## config.mk

```make
export PLATFORM = sky130hd
export DESIGN_NAME = cpu_matrix_core_flat
export DESIGN_NICKNAME = d
export VERILOG_FILES = /design/src/rtl/cpu_matrix_core_if.sv /design/src/rtl/cpu_matrix_core.sv /design/src/flat_wrapper.sv
export SDC_FILE = /design/constraint.sdc
export NUM_CORES = 1
export LEC_CHECK = 0
export ABC_AREA = 1
export CORE_MARGIN = 5
export CORE_UTILIZATION = 30
export CTS_CLUSTER_DIAMETER = 50
export DETAILED_ROUTE_END_ITERATION = 8
export SYNTH_ARGS = -nofsm -noshare
export SYNTH_HDL_FRONTEND = slang
export SYNTH_SLANG_ARGS = --single-unit
```

## constraint.sdc

```tcl
create_clock -name clk -period 2.6 [get_ports clk]
set_input_delay 0.39 -clock clk [delete_from_list [all_inputs] [get_ports clk]]
set_output_delay 0.39 -clock clk [all_outputs]
set_load 0.1 [all_outputs]
```

## src/rtl/cpu_matrix_core_if.sv

```systemverilog
// cpu_matrix_core_if: ROM fetch bus and board pins of cpu_matrix_core
// master (core): drives adr, led, row, col, halted; receives dout, btn
// slave (board/ROM side): the mirror image
interface cpu_matrix_core_if #(
  parameter int DW = 8,
  parameter int AW = 11
);
  logic [AW-1:0] adr;
  logic [15:0] dout;
  logic [3:0] btn;
  logic [3:0] led;
  logic [DW-1:0] row;
  logic [7:0] col;
  logic halted;
  modport master (output adr, led, row, col, halted, input dout, btn);
  modport slave (input adr, led, row, col, halted, output dout, btn);
endinterface

```

## src/rtl/cpu_matrix_core.sv

```systemverilog
// cpu_matrix_core: multi-cycle 16-bit-ISA CPU with carry/zero flags driving an 8-row LED matrix
// Ports: clk; reset (async, active-low); bus (cpu_matrix_core_if.master):
//   adr = pc, dout = ROM word, btn -> r5, led = r6[3:0],
//   row = bit-reversed r[scan], col = active-low one-hot scan, halted after HLT.
// Optional: define CPU_STACK_EN to build the CALL/RET return stack.
module cpu_matrix_core #(
  parameter int DW = 8,
  parameter int AW = 11,
  parameter int ROM_LAT = 1,
  parameter int SCAN_DIV = 13,
  parameter int STACK_DEPTH = 4
) (
  input logic clk,
  input logic reset,
  cpu_matrix_core_if.master bus
);
  localparam logic [1:0] FETCH = 2'd0, EXEC = 2'd1, HALT = 2'd2;
  localparam int CW = ROM_LAT > 1 ? $clog2(ROM_LAT) : 1;
  logic [1:0] state;
  logic [CW-1:0] cnt;
  logic [AW-1:0] pc, pc_nx, pc_inc, tgt;
  logic [15:0] ir;
  logic [4:0] op;
  logic [2:0] rd, rs, scan;
  logic [DW-1:0] r [8];
  logic [DW-1:0] a, b, res;
  logic c, z, c_nx, wr, fl, tk, halted;
  logic [SCAN_DIV-1:0] presc;
  assign op = ir[15:11];
  assign rd = ir[10:8];
  assign rs = ir[2:0];
  assign tgt = ir[AW-1:0];
  assign a = r[rd];
  assign b = r[rs];
  assign pc_inc = pc + AW'(1);
  // wr: result lands in rd; fl: flags updated from res/c_nx
  always_comb begin
    res = '0;
    wr = 1'b0;
    fl = 1'b0;
    c_nx = c;
    case (op)
      5'b00001: {wr, res} = {1'b1, b};
      5'b00010: begin wr = 1'b1; res[7:0] = ir[7:0]; end
      5'b00011: {wr, fl, c_nx, res} = {2'b11, {1'b0, a} + {1'b0, b}};
      5'b00100: {wr, fl, c_nx, res} = {2'b11, {1'b0, a} - {1'b0, b}};
      5'b00101: {wr, fl, c_nx, res} = {3'b110, a & b};
      5'b00110: {wr, fl, c_nx, res} = {3'b110, a | b};
      5'b00111: {wr, fl, c_nx, res} = {3'b110, a ^ b};
      5'b01000: {wr, fl, c_nx, res} = {2'b11, {1'b0, a} + (DW+1)'(1)};
      5'b01001: {wr, fl, res} = {2'b11, ~a};
      5'b01010: {wr, fl, c_nx, res} = {2'b11, a[0], a[0], a[DW-1:1]};
      5'b01011: {wr, fl, c_nx, res} = {2'b11, a[DW-1], a[DW-2:0], a[DW-1]};
      default: ;
    endcase
  end
  assign tk = op == 5'b10000 || (op == 5'b10001 && !c) || (op == 5'b10010 && c) ||
              (op == 5'b10011 && z) || (op == 5'b10100 && !z);
`ifdef CPU_STACK_EN
  localparam int SW = $clog2(STACK_DEPTH + 1);
  logic [AW-1:0] stk [2**SW];
  logic [SW-1:0] sp;
  logic push, pop;
  // a CALL on a full stack still jumps; only the push is lost
  assign push = state == EXEC && op == 5'b11000 && sp != SW'(STACK_DEPTH);
  assign pop = state == EXEC && op == 5'b11001 && sp != '0;
  assign pc_nx = (tk || op == 5'b11000) ? tgt : pop ? stk[sp - SW'(1)] : pc_inc;
  always_ff @(posedge clk or negedge reset)
    if (!reset) sp <= '0;
    else sp <= push ? sp + SW'(1) : pop ? sp - SW'(1) : sp;
  always_ff @(posedge clk)
    if (push) stk[sp] <= pc_inc;
`else
  assign pc_nx = tk ? tgt : pc_inc;
`endif
  always_ff @(posedge clk or negedge reset)
    if (!reset) begin
      state <= FETCH;
      cnt <= '0;
      pc <= '0;
      ir <= '0;
      c <= 1'b0;
      z <= 1'b0;
      halted <= 1'b0;
      for (int i = 0; i < 8; i++) r[i] <= '0;
    end else begin
      case (state)
        FETCH:
          if (cnt == CW'(ROM_LAT - 1)) begin
            ir <= bus.dout;
            cnt <= '0;
            state <= EXEC;
          end else cnt <= cnt + CW'(1);
        EXEC: begin
          if (op == 5'b11111) begin
            halted <= 1'b1;
            state <= HALT;
          end else begin
            pc <= pc_nx;
            state <= FETCH;
          end
          if (wr && rd != 3'd5) r[rd] <= res;
          if (fl) begin
            c <= c_nx;
            z <= res == '0;
          end
        end
        default: ;
      endcase
      r[5] <= {{(DW-4){1'b0}}, bus.btn};
    end
  always_ff @(posedge clk or negedge reset)
    if (!reset) begin
      presc <= '0;
      scan <= '0;
    end else begin
      presc <= presc + SCAN_DIV'(1);
      if (&presc) scan <= scan + 3'd1;
    end
  always_comb begin
    bus.row = '0;
    for (int k = 0; k < DW; k++) bus.row[k] = r[scan][DW-1-k];
  end
  assign bus.col = ~(8'd1 << scan);
  assign bus.adr = pc;
  assign bus.led = r[6][3:0];
  assign bus.halted = halted;
endmodule

```

## src/flat_wrapper.sv

```systemverilog
// flat-port wrapper written by rule: the top's interface ports become plain ports
module cpu_matrix_core_flat 
#(
  parameter int DW = 8,
  parameter int AW = 11,
  parameter int ROM_LAT = 1,
  parameter int SCAN_DIV = 13,
  parameter int STACK_DEPTH = 4
)
  (clk, reset, bus_adr, bus_led, bus_row, bus_col, bus_halted, bus_dout, bus_btn);
  cpu_matrix_core_if #(.DW(DW), .AW(AW)) bus_i ();
  input logic clk;
  input logic reset;
  output wire logic [$bits(bus_i.adr)-1:0] bus_adr;
  output wire logic [$bits(bus_i.led)-1:0] bus_led;
  output wire logic [$bits(bus_i.row)-1:0] bus_row;
  output wire logic [$bits(bus_i.col)-1:0] bus_col;
  output wire logic [$bits(bus_i.halted)-1:0] bus_halted;
  input wire logic [$bits(bus_i.dout)-1:0] bus_dout;
  input wire logic [$bits(bus_i.btn)-1:0] bus_btn;
  assign bus_adr = bus_i.adr;
  assign bus_led = bus_i.led;
  assign bus_row = bus_i.row;
  assign bus_col = bus_i.col;
  assign bus_halted = bus_i.halted;
  assign bus_i.dout = bus_dout;
  assign bus_i.btn = bus_btn;
  cpu_matrix_core #(.DW(DW), .AW(AW), .ROM_LAT(ROM_LAT), .SCAN_DIV(SCAN_DIV), .STACK_DEPTH(STACK_DEPTH)) u_core (.clk(clk), .reset(reset), .bus(bus_i));
endmodule
```

After elaboration in Yosys (flattened, before gate mapping) --
Cells that the tools add are included.
Operators by class: add/sub/neg operators 7, order comparisons 4, equality and inequality tests 20, shift operators 1, muxes and demuxes 21, bitwise logic cells 10, reduce and logical (&&, ||, !) cells 27
Operators with widths (count):
- $pmux 8 s11 | 1
- $bmux 8 s3 | 3
- $bwmux 64 | 1
- $mux 8 | 7
- $eq 5x5->1 const B | 6
- $demux 8 s3 | 1
- $eq 5x3->1 const B | 4
- $eq 5x4->1 const B | 4
- $not 8->8 | 2
- $add 13x1->13 const B | 1
- $reduce_and 13->1 | 1
- $ge 4x4->1 const B | 3
- $not 3->4 | 3
- $reduce_and 2->1 | 6
- $add 11x1->11 const B | 1
- $mux 11 | 1
- $reduce_or 11->1 | 1
- $eq 5x2->1 const B | 2
- $add 8x1->9 const B | 1
- $add 8x8->9 | 1
- $reduce_or 9->1 | 1
- $sub 8x8->9 | 1
- $and 8x8->8 | 1
- $logic_not 8->1 | 1
- other kinds (23) | 36
Storage, ports and cells: flip-flop bits (word level) 109, input bits 22, output and inout bits 32

Logic depth before layout (Yosys ltp) --
Gate-level depths: netlist of the first run.
word-level depth 7, mapped depth 24

Worst setup path before layout of the first run --
No wires, ideal clock.
kind register to output, start register u_core.scan[0], end output port bus_row[2], arrival 2930 ps, setup slack -720 ps, cell stages (with the launch flop) 7, cell sequence dfrtp_1 > clkbuf_1 > clkinv_1 > clkbuf_1 > a21oi_1 > o21ai_0 > a31oi_1
Between the ends: cells in the longest elaborated chain, start to end 4
RTL lines:
- start: declaration | line cpu_matrix_core.sv:24 | logic [2:0] rd, rs, scan;
- start signal: assignment | line cpu_matrix_core.sv:118 | if (&presc) scan <= scan + 3'd1;
- $not 3->4 (implied by the code) | line cpu_matrix_core.sv:122 | for (int k = 0; k < DW; k++) bus.row[k] = r[scan][DW-1-k];
- $bmux 8 s3 | line cpu_matrix_core.sv:122
- $mux 8
- $mux 8 (implied by the code) | line cpu_matrix_core.sv:122
- end: declaration | line flat_wrapper.sv:16 | output wire logic [$bits(bus_i.row)-1:0] bus_row;
Every way passes these cells. The select of a mux whose other input is x is not followed.

Worst setup path in the final report of the first run --
start register u_core.ir[0], end register u_core.r[6] (netlist bit)
Between the ends: cells in the longest elaborated chain, start to end 7, elaborated cells between the ends (all ways) 11
RTL lines:
- start: declaration | line cpu_matrix_core.sv:22 | logic [15:0] ir;
- start signal: assignment | line cpu_matrix_core.sv:90 | ir <= bus.dout;
- $not 3->4 (implied by the code) * | line cpu_matrix_core.sv:34 | assign b = r[rs];
- $bmux 8 s3 * | line cpu_matrix_core.sv:34
- $mux 8 (implied by the code) * (2 in series) | line cpu_matrix_core.sv:34
- $sub 8x8->9, or another cell as far along | line cpu_matrix_core.sv:46 | 5'b00100: {wr, fl, c_nx, res} = {2'b11, {1'b0, a} - {1'b0, b}};
- $pmux 8 s11 * | line cpu_matrix_core.sv:42 | case (op)
- $bwmux 64 * | line cpu_matrix_core.sv:102 | if (wr && rd != 3'd5) r[rd] <= res;
- end signal: indexed assignment | line cpu_matrix_core.sv:102
- end: declaration | line cpu_matrix_core.sv:25 | logic [DW-1:0] r [8];
Every way passes the cells marked *; elsewhere a longest branch is shown, timed or not. The select of a mux whose other input is x is not followed. A chain may end at the register's enable or synchronous reset.

==> run metrics, run 1 <==
CP Data Required Time=2.85 ns; FILL cells=2646; largest area contributor in the netlist=dfrtp_1; outcome=finished with violations; largest net degree at the start of global routing=42; ys async rst share=100%; Cells after Synth=1168; Routed Antenna Nets=0; DRT Wirelength=28300 um; Crit. End Element=flip-flop; RD Place Congestion=0.948; Netlist cell types=44; DIE AREA=0.0299 mm^2; Synth top area share=33.9%; DR vias=8554; Final Skew=0.0100 ns; Layout area overhead=40.5%; Hold Fails Final Rpt=0; min Tclk post-route=2.97 ns; EDFF count, synth=0; failing checks=setup timing; gr usage total=18.1%; Clk pin slew, worst setup/hold paths=0.08 ns; worst vdd ir=0.605 mV; most frequent cells in the layout=nand2_1, buf_4, inv_1; CP Max Fanout=8; row count=59; n_diodes=0; Max-Slew Margin vs Limit=52.7%; syn_nets=1225; commonest non-fill, non-tap cell in the layout=nand2_1; Setup Viol. Count Final=50; Mapped Area=0.00797 mm^2; CTS H-tree lvls=3; CP Launch Type=flip-flop; synthesis-stage register bit count=108; initial core utilization=30.5%; worst reg2reg startpoint=u_core.ir[0]; Die Span Y=173 um; GR Util met3=3.08%; I/O Buffers=53; period utilization=114%; grt total ovfl=0; register area share after synthesis=33.9%; Placeable Area=0.0261 mm^2; Primary FF master, synth=dfrtp_1; Power Dens Cells=1570 mW/mm^2; final layout net count=1410; Clock Path Buffers=2; fin util=42.8%; Iteration-0 DRC Markers=913; CTS tree=done; Mean Syn Cell Area=6.82 um^2; IO Pins=54; hold path startpoint=u_core.presc[0]; wire length of the first global-routing pass=43900 um; met1 track demand over resource=25.1%; clock latency on the worst-skew pair=0.36 ns; WL per Instance=16.7 um; vias per cell=5.05; worst slew pin tran=0.708 ns; drt pass-1 iters=6; initial antenna violation count=0; HPWL Detailed=20700 um; Arr. time, crit path=3.21 ns; vias in the first global route=8102; clk sinks=108; CTS root buffer=clkbuf_16; DIE WIDTH=173 um; CTS Buf Count=9; CP startpoint=u_core.ir[0]; flip-flop and latch area=0.00271 mm^2; worst hold-check path type=flip-flop to flip-flop; Max Slew Vio Count=0; Pleak=5.35 nW; Final WS setup=-0.367 ns; Peak Freq=0.337 GHz; crit path kind=flip-flop to flip-flop; post-route total power=17.5 mW; YS warnings=0; RSZ-0062 raised after global routing=true; Multi-input gate area=0.00506 mm^2; met2 Usage GRT=29.3%; busiest grt layer=met2; DRC viols=0; Synth area leaders=dfrtp_1, nand2_1, o21ai_0; maxcap violations=0; layout cell share with drive strength beyond 1=29.5%
[logic make-up after synthesis]
kind of cell / after synthesis / share of synthesized area, %
DFF: 108 / 33.9
adders and majority gates: 35 / 5.69
xor gates and xnor gates: 18 / 1.98
AOI/OAI and AO/OA: 238 / 16.0
buffers and inverters: 187 / 10.0
and+or+nand+nor: 582 / 32.4
[state kept, by name, summed over array words and instances (netlist names)]
signal and cells:
u_core.c 1, u_core.ir 16, u_core.bus.halted 1, u_core.bus.adr 11
u_core.state 2, u_core.bus.led 4, u_core.r 56, u_core.presc 13
u_core.scan 3, u_core.z 1
[metrics by stage]
| stage | worst slack, ns | cell area [um^2] | hold slack [ns] | cells | TNS (ns) |
|---|---|---|---|---|---|
| floorplan | -0.0157 | 8130 | 0.0944 | 1168 | -0.0157 |
| global placement | -0.508 | 10000 | 0.390 | 1647 | -12.73 |
| detailed placement | -0.464 | 10000 | 0.388 | 1647 | -13.22 |
| CTS | -0.309 | 10700 | 0.464 | 1680 | -9.92 |
| global route | -0.531 | 11200 | 0.469 | 1693 | -16.57 |
| finish | -0.367 | 11200 | 0.459 | 1693 | -9.30 |
[final timing paths]
kind | to | cells after the start | slack (ns)
worst max-delay path | u_core.r[6] | 17 | -0.37
worst min-delay path | u_core.presc[0] | 1 | 0.46
worst max register to register | u_core.r[6] | 17 | -0.37
worst min register to register | u_core.presc[0] | 1 | 0.46
max in group asynchronous | u_core.r[57] | 3 | 1.47
min in group asynchronous | u_core.bus.adr[10] | 2 | 0.53
[critical path, cell delays in order, from the launching register on]
cell,delay [ns]
dfrtp_2,0.47
buf_12,0.17
buf_12,0.14
a21oi_1,0.13
o21ai_1,0.10
nand3_1,0.11
nand2_2,0.10
ha_4,0.35
nand3_2,0.10
nand2_1,0.09
nand2_2,0.07
nand2_1,0.06
a21oi_1,0.07
or2_2,0.29
nand3_1,0.10
nand3_2,0.12
a21oi_4,0.26
o21ai_1,0.12
[per-layer routing]
layer | up-vias | share of wire [%]
li1 | 4155 | -
met1 | 3993 | 45
met2 | 352 | 46
met3 | 54 | 7.1
met4 | 0 | 2.3
met5 | - | 0
[synth_stat cells, types with 2 or more instances]
library cell	number
xnor2_1	7
nand3b_1	2
a31oi_1	12
ha_1	33
nor3_4	3
nor2_4	8
buf_6	6
nor2_2	5
dfrtp_1	108
clkinv_1	2
a221oi_1	4
inv_1	120
nand3_2	5
nand3_1	97
nand4_1	9
nand2_1	348
o21ai_1	15
or2_2	2
nor3_1	3
o21ai_0	128
nand2_2	18
buf_4	6
o211ai_1	10
nor2_1	78
nor2_8	2
o22ai_1	5
fa_1	2
inv_2	19
xor2_1	11
buf_2	7
a21oi_1	57
clkbuf_1	24
[report_power, final]
part           internal, mW  leakage [nW]  total (mW)  switching (mW)
clock network         0.688         0.149        1.42           0.735
registers              2.25          1.41        2.79           0.541
logic                  5.44          3.79        13.3            7.90
[final cells by class]
type | count | area share (%)
clock buffers | 9 | 2.01
clock inverters | 7 | 0.682
inverters | 142 | 5.01
multi-input cells | 873 | 45.3
flip-flops and latches | 108 | 24.2
well taps | 335 | 3.75
repair buffers | 219 | 19.1
[timing repair]
item	in CTS	in global routing
endpoints found under the setup margin	51	63
buffers inserted	15	17
cloned	2	1
pin swaps	38	57
hold buffers	1	0
resized for setup	68	103
hold endpoints to repair	2	0
Note: power is estimated with default switching activity, not from simulation.
==> run 2, diff against run 1 <==
--- a/config.mk
+++ b/config.mk
@@ -9,7 +9,9 @@
 export CORE_MARGIN = 5
 export CORE_UTILIZATION = 30
 export CTS_CLUSTER_DIAMETER = 50
+export CTS_CLUSTER_SIZE = 16
 export DETAILED_ROUTE_END_ITERATION = 8
+export HOLD_SLACK_MARGIN = 0.05
 export SYNTH_ARGS = -nofsm -noshare
 export SYNTH_HDL_FRONTEND = slang
 export SYNTH_SLANG_ARGS = --single-unit
==> results of run 2 <==
Same layout as run 1: the final DEF is identical, and so are final timing and power.
==> run 3, diff against run 2 <==
--- a/config.mk
+++ b/config.mk
@@ -7,11 +7,12 @@
 export LEC_CHECK = 0
 export ABC_AREA = 1
 export CORE_MARGIN = 5
-export CORE_UTILIZATION = 30
+export CORE_UTILIZATION = 50
 export CTS_CLUSTER_DIAMETER = 50
 export CTS_CLUSTER_SIZE = 16
 export DETAILED_ROUTE_END_ITERATION = 8
 export HOLD_SLACK_MARGIN = 0.05
+export PLACE_DENSITY = 0.72
 export SYNTH_ARGS = -nofsm -noshare
 export SYNTH_HDL_FRONTEND = slang
 export SYNTH_SLANG_ARGS = --single-unit
==> run metrics, run 3 (same netlist as run 1, synthesis figures left out) <==
Final Skew=0.00721 ns; crit path kind=flip-flop to flip-flop; Arr. time, crit path=3.29 ns; Setup Viol. Count Final=51; largest net degree at the start of global routing=77; period utilization=117%; maxcap violations=0; Peak Freq=0.329 GHz; Final WS setup=-0.443 ns; initial core utilization=50.5%; max FFs per register=56; Worst path max stage delay=0.44 ns; CP dominant cell by count=nand2_2; Hold Fails Final Rpt=0; CP Launch Type=flip-flop; Die Span Y=136 um; vias per cell=5.54; CP Data Required Time=2.85 ns; flop-to-flop setup slack=-0.44 ns; Largest regs=u_core.r x56, u_core.ir x16, u_core.presc x13; crit path buf inv count=4; worst r2r path cells=19; drt pass-1 iters=5; vias in the first global route=8449; worst slew pin tran=1.19 ns; cell area after layout=0.0112 mm^2; n_diodes=0; Placeable Area=0.0158 mm^2; critical path depth=19; DIE AREA=0.0186 mm^2; Inst Count DP=1551; IO Pins=54; Placed Instance Area=0.00999 mm^2; CTS tree=done; DR vias=8889; min Tclk post-route=3.04 ns; clock latency on the worst-skew pair=0.37 ns; Max-Slew Margin vs Limit=20.1%; total negative setup slack=-11.54 ns; final hold slack=0.452 ns; WL per Instance=17.7 um; gr usage total=30.7%; commonest non-fill, non-tap cell in the layout=nand2_1; layout cell share with drive strength beyond 1=31.2%; failing checks=setup timing; RD Place Congestion=1.06; DRC viols=0; Layout area overhead=41.0%; CTS Buf Count=9; worst hold-check path type=flip-flop to flip-flop; worst reg2reg startpoint=u_core.ir[8]; hold path endpoint=u_core.presc[0]; outcome=finished with violations; row count=46; slowest stage cell on the critical path=dfrtp_2; Routed Antenna Nets=0; RSZ-0062 raised after global routing=true; wire length of the first global-routing pass=44500 um; Top delay family on crit path=simple AND/OR/NAND/NOR gates; CTS H-tree lvls=3; Largest Register=u_core.r; Min-Delay Path Depth=1; CTS root buffer=clkbuf_16; grt total ovfl=0; DIE WIDTH=136 um; DRT Wirelength=28500 um; reg2reg end=u_core.r[38]; worst path cell trace=buf_12, buf_16, buf_4, nand2_1, nand3_1, nand2_2, nor2_4, ha_4, buf_4, a21oi_1, nand2_2, nand2_2, nand2_2, a21oi_2, or2_2, nand3_2, nand3_2, a21oi_4, o21ai_1; clk sinks=108; most frequent cells in the layout=nand2_1, buf_4, inv_1; initial antenna violation count=0; I/O Buffers=53; HPWL Detailed=20700 um; Crit. End Element=flip-flop; Clock Path Buffers=2; hold path startpoint=u_core.presc[0]; Max Slew Vio Count=0; final cell count without fillers=1605; final layout net count=1441; Clk pin slew, worst setup/hold paths=0.08 ns; CP Max Fanout=8; Iteration-0 DRC Markers=939
==> run 3: worst max-delay path by stage <==
stage,from,end,slack (ns)
floorplan,u_core.ir[0],u_core.z,-0.02
global placement,u_core.ir[10],u_core.r[37],-0.42
detailed placement,u_core.ir[10],u_core.r[45],-0.46
CTS,u_core.ir[0],u_core.z,-0.32
global route,u_core.ir[8],u_core.z,-0.52
finish,u_core.ir[8],u_core.r[38],-0.44
==> run 3: layout make-up <==
class	count	area (um^2)
multi-input cells	873	5100
fillers	1314	4540
flip-flops and latches	108	2710
repair buffers	250	2320
inverters	142	551
well taps	216	270
clock buffers	9	225
clock inverters	7	60.1
==> run 3: stage by stage <==
stage	util [%]	setup WS, ns
floorplan	-	-0.0157
global placement	63.4	-0.417
detailed placement	63.4	-0.460
CTS	68.7	-0.321
global route	71.2	-0.517
finish	71.2	-0.443
==> run 3: layer usage <==
layer | routed length [um] | vias up | track usage [%]
li1 | - | 4230 | -
met1 | 11600 | 4094 | 41.2
met2 | 13000 | 464 | 48.1
met3 | 2650 | 101 | 6.44
met4 | 1220 | 0 | 13.2
met5 | 0 | - | 0
==> run 3: what timing repair did <==
item	4_1_cts	5_1_grt
setup buffers	31	6
gates resized for setup	88	108
cloned	2	1
hold buffers	1	0
pin swaps	46	65
endpoints found under the setup margin	51	61
hold endpoints to repair	32	0
Power of run 3 is left out: the tool's default activity adds up to more than one toggle a clock period on the data nets, which glitch-free logic cannot reach.
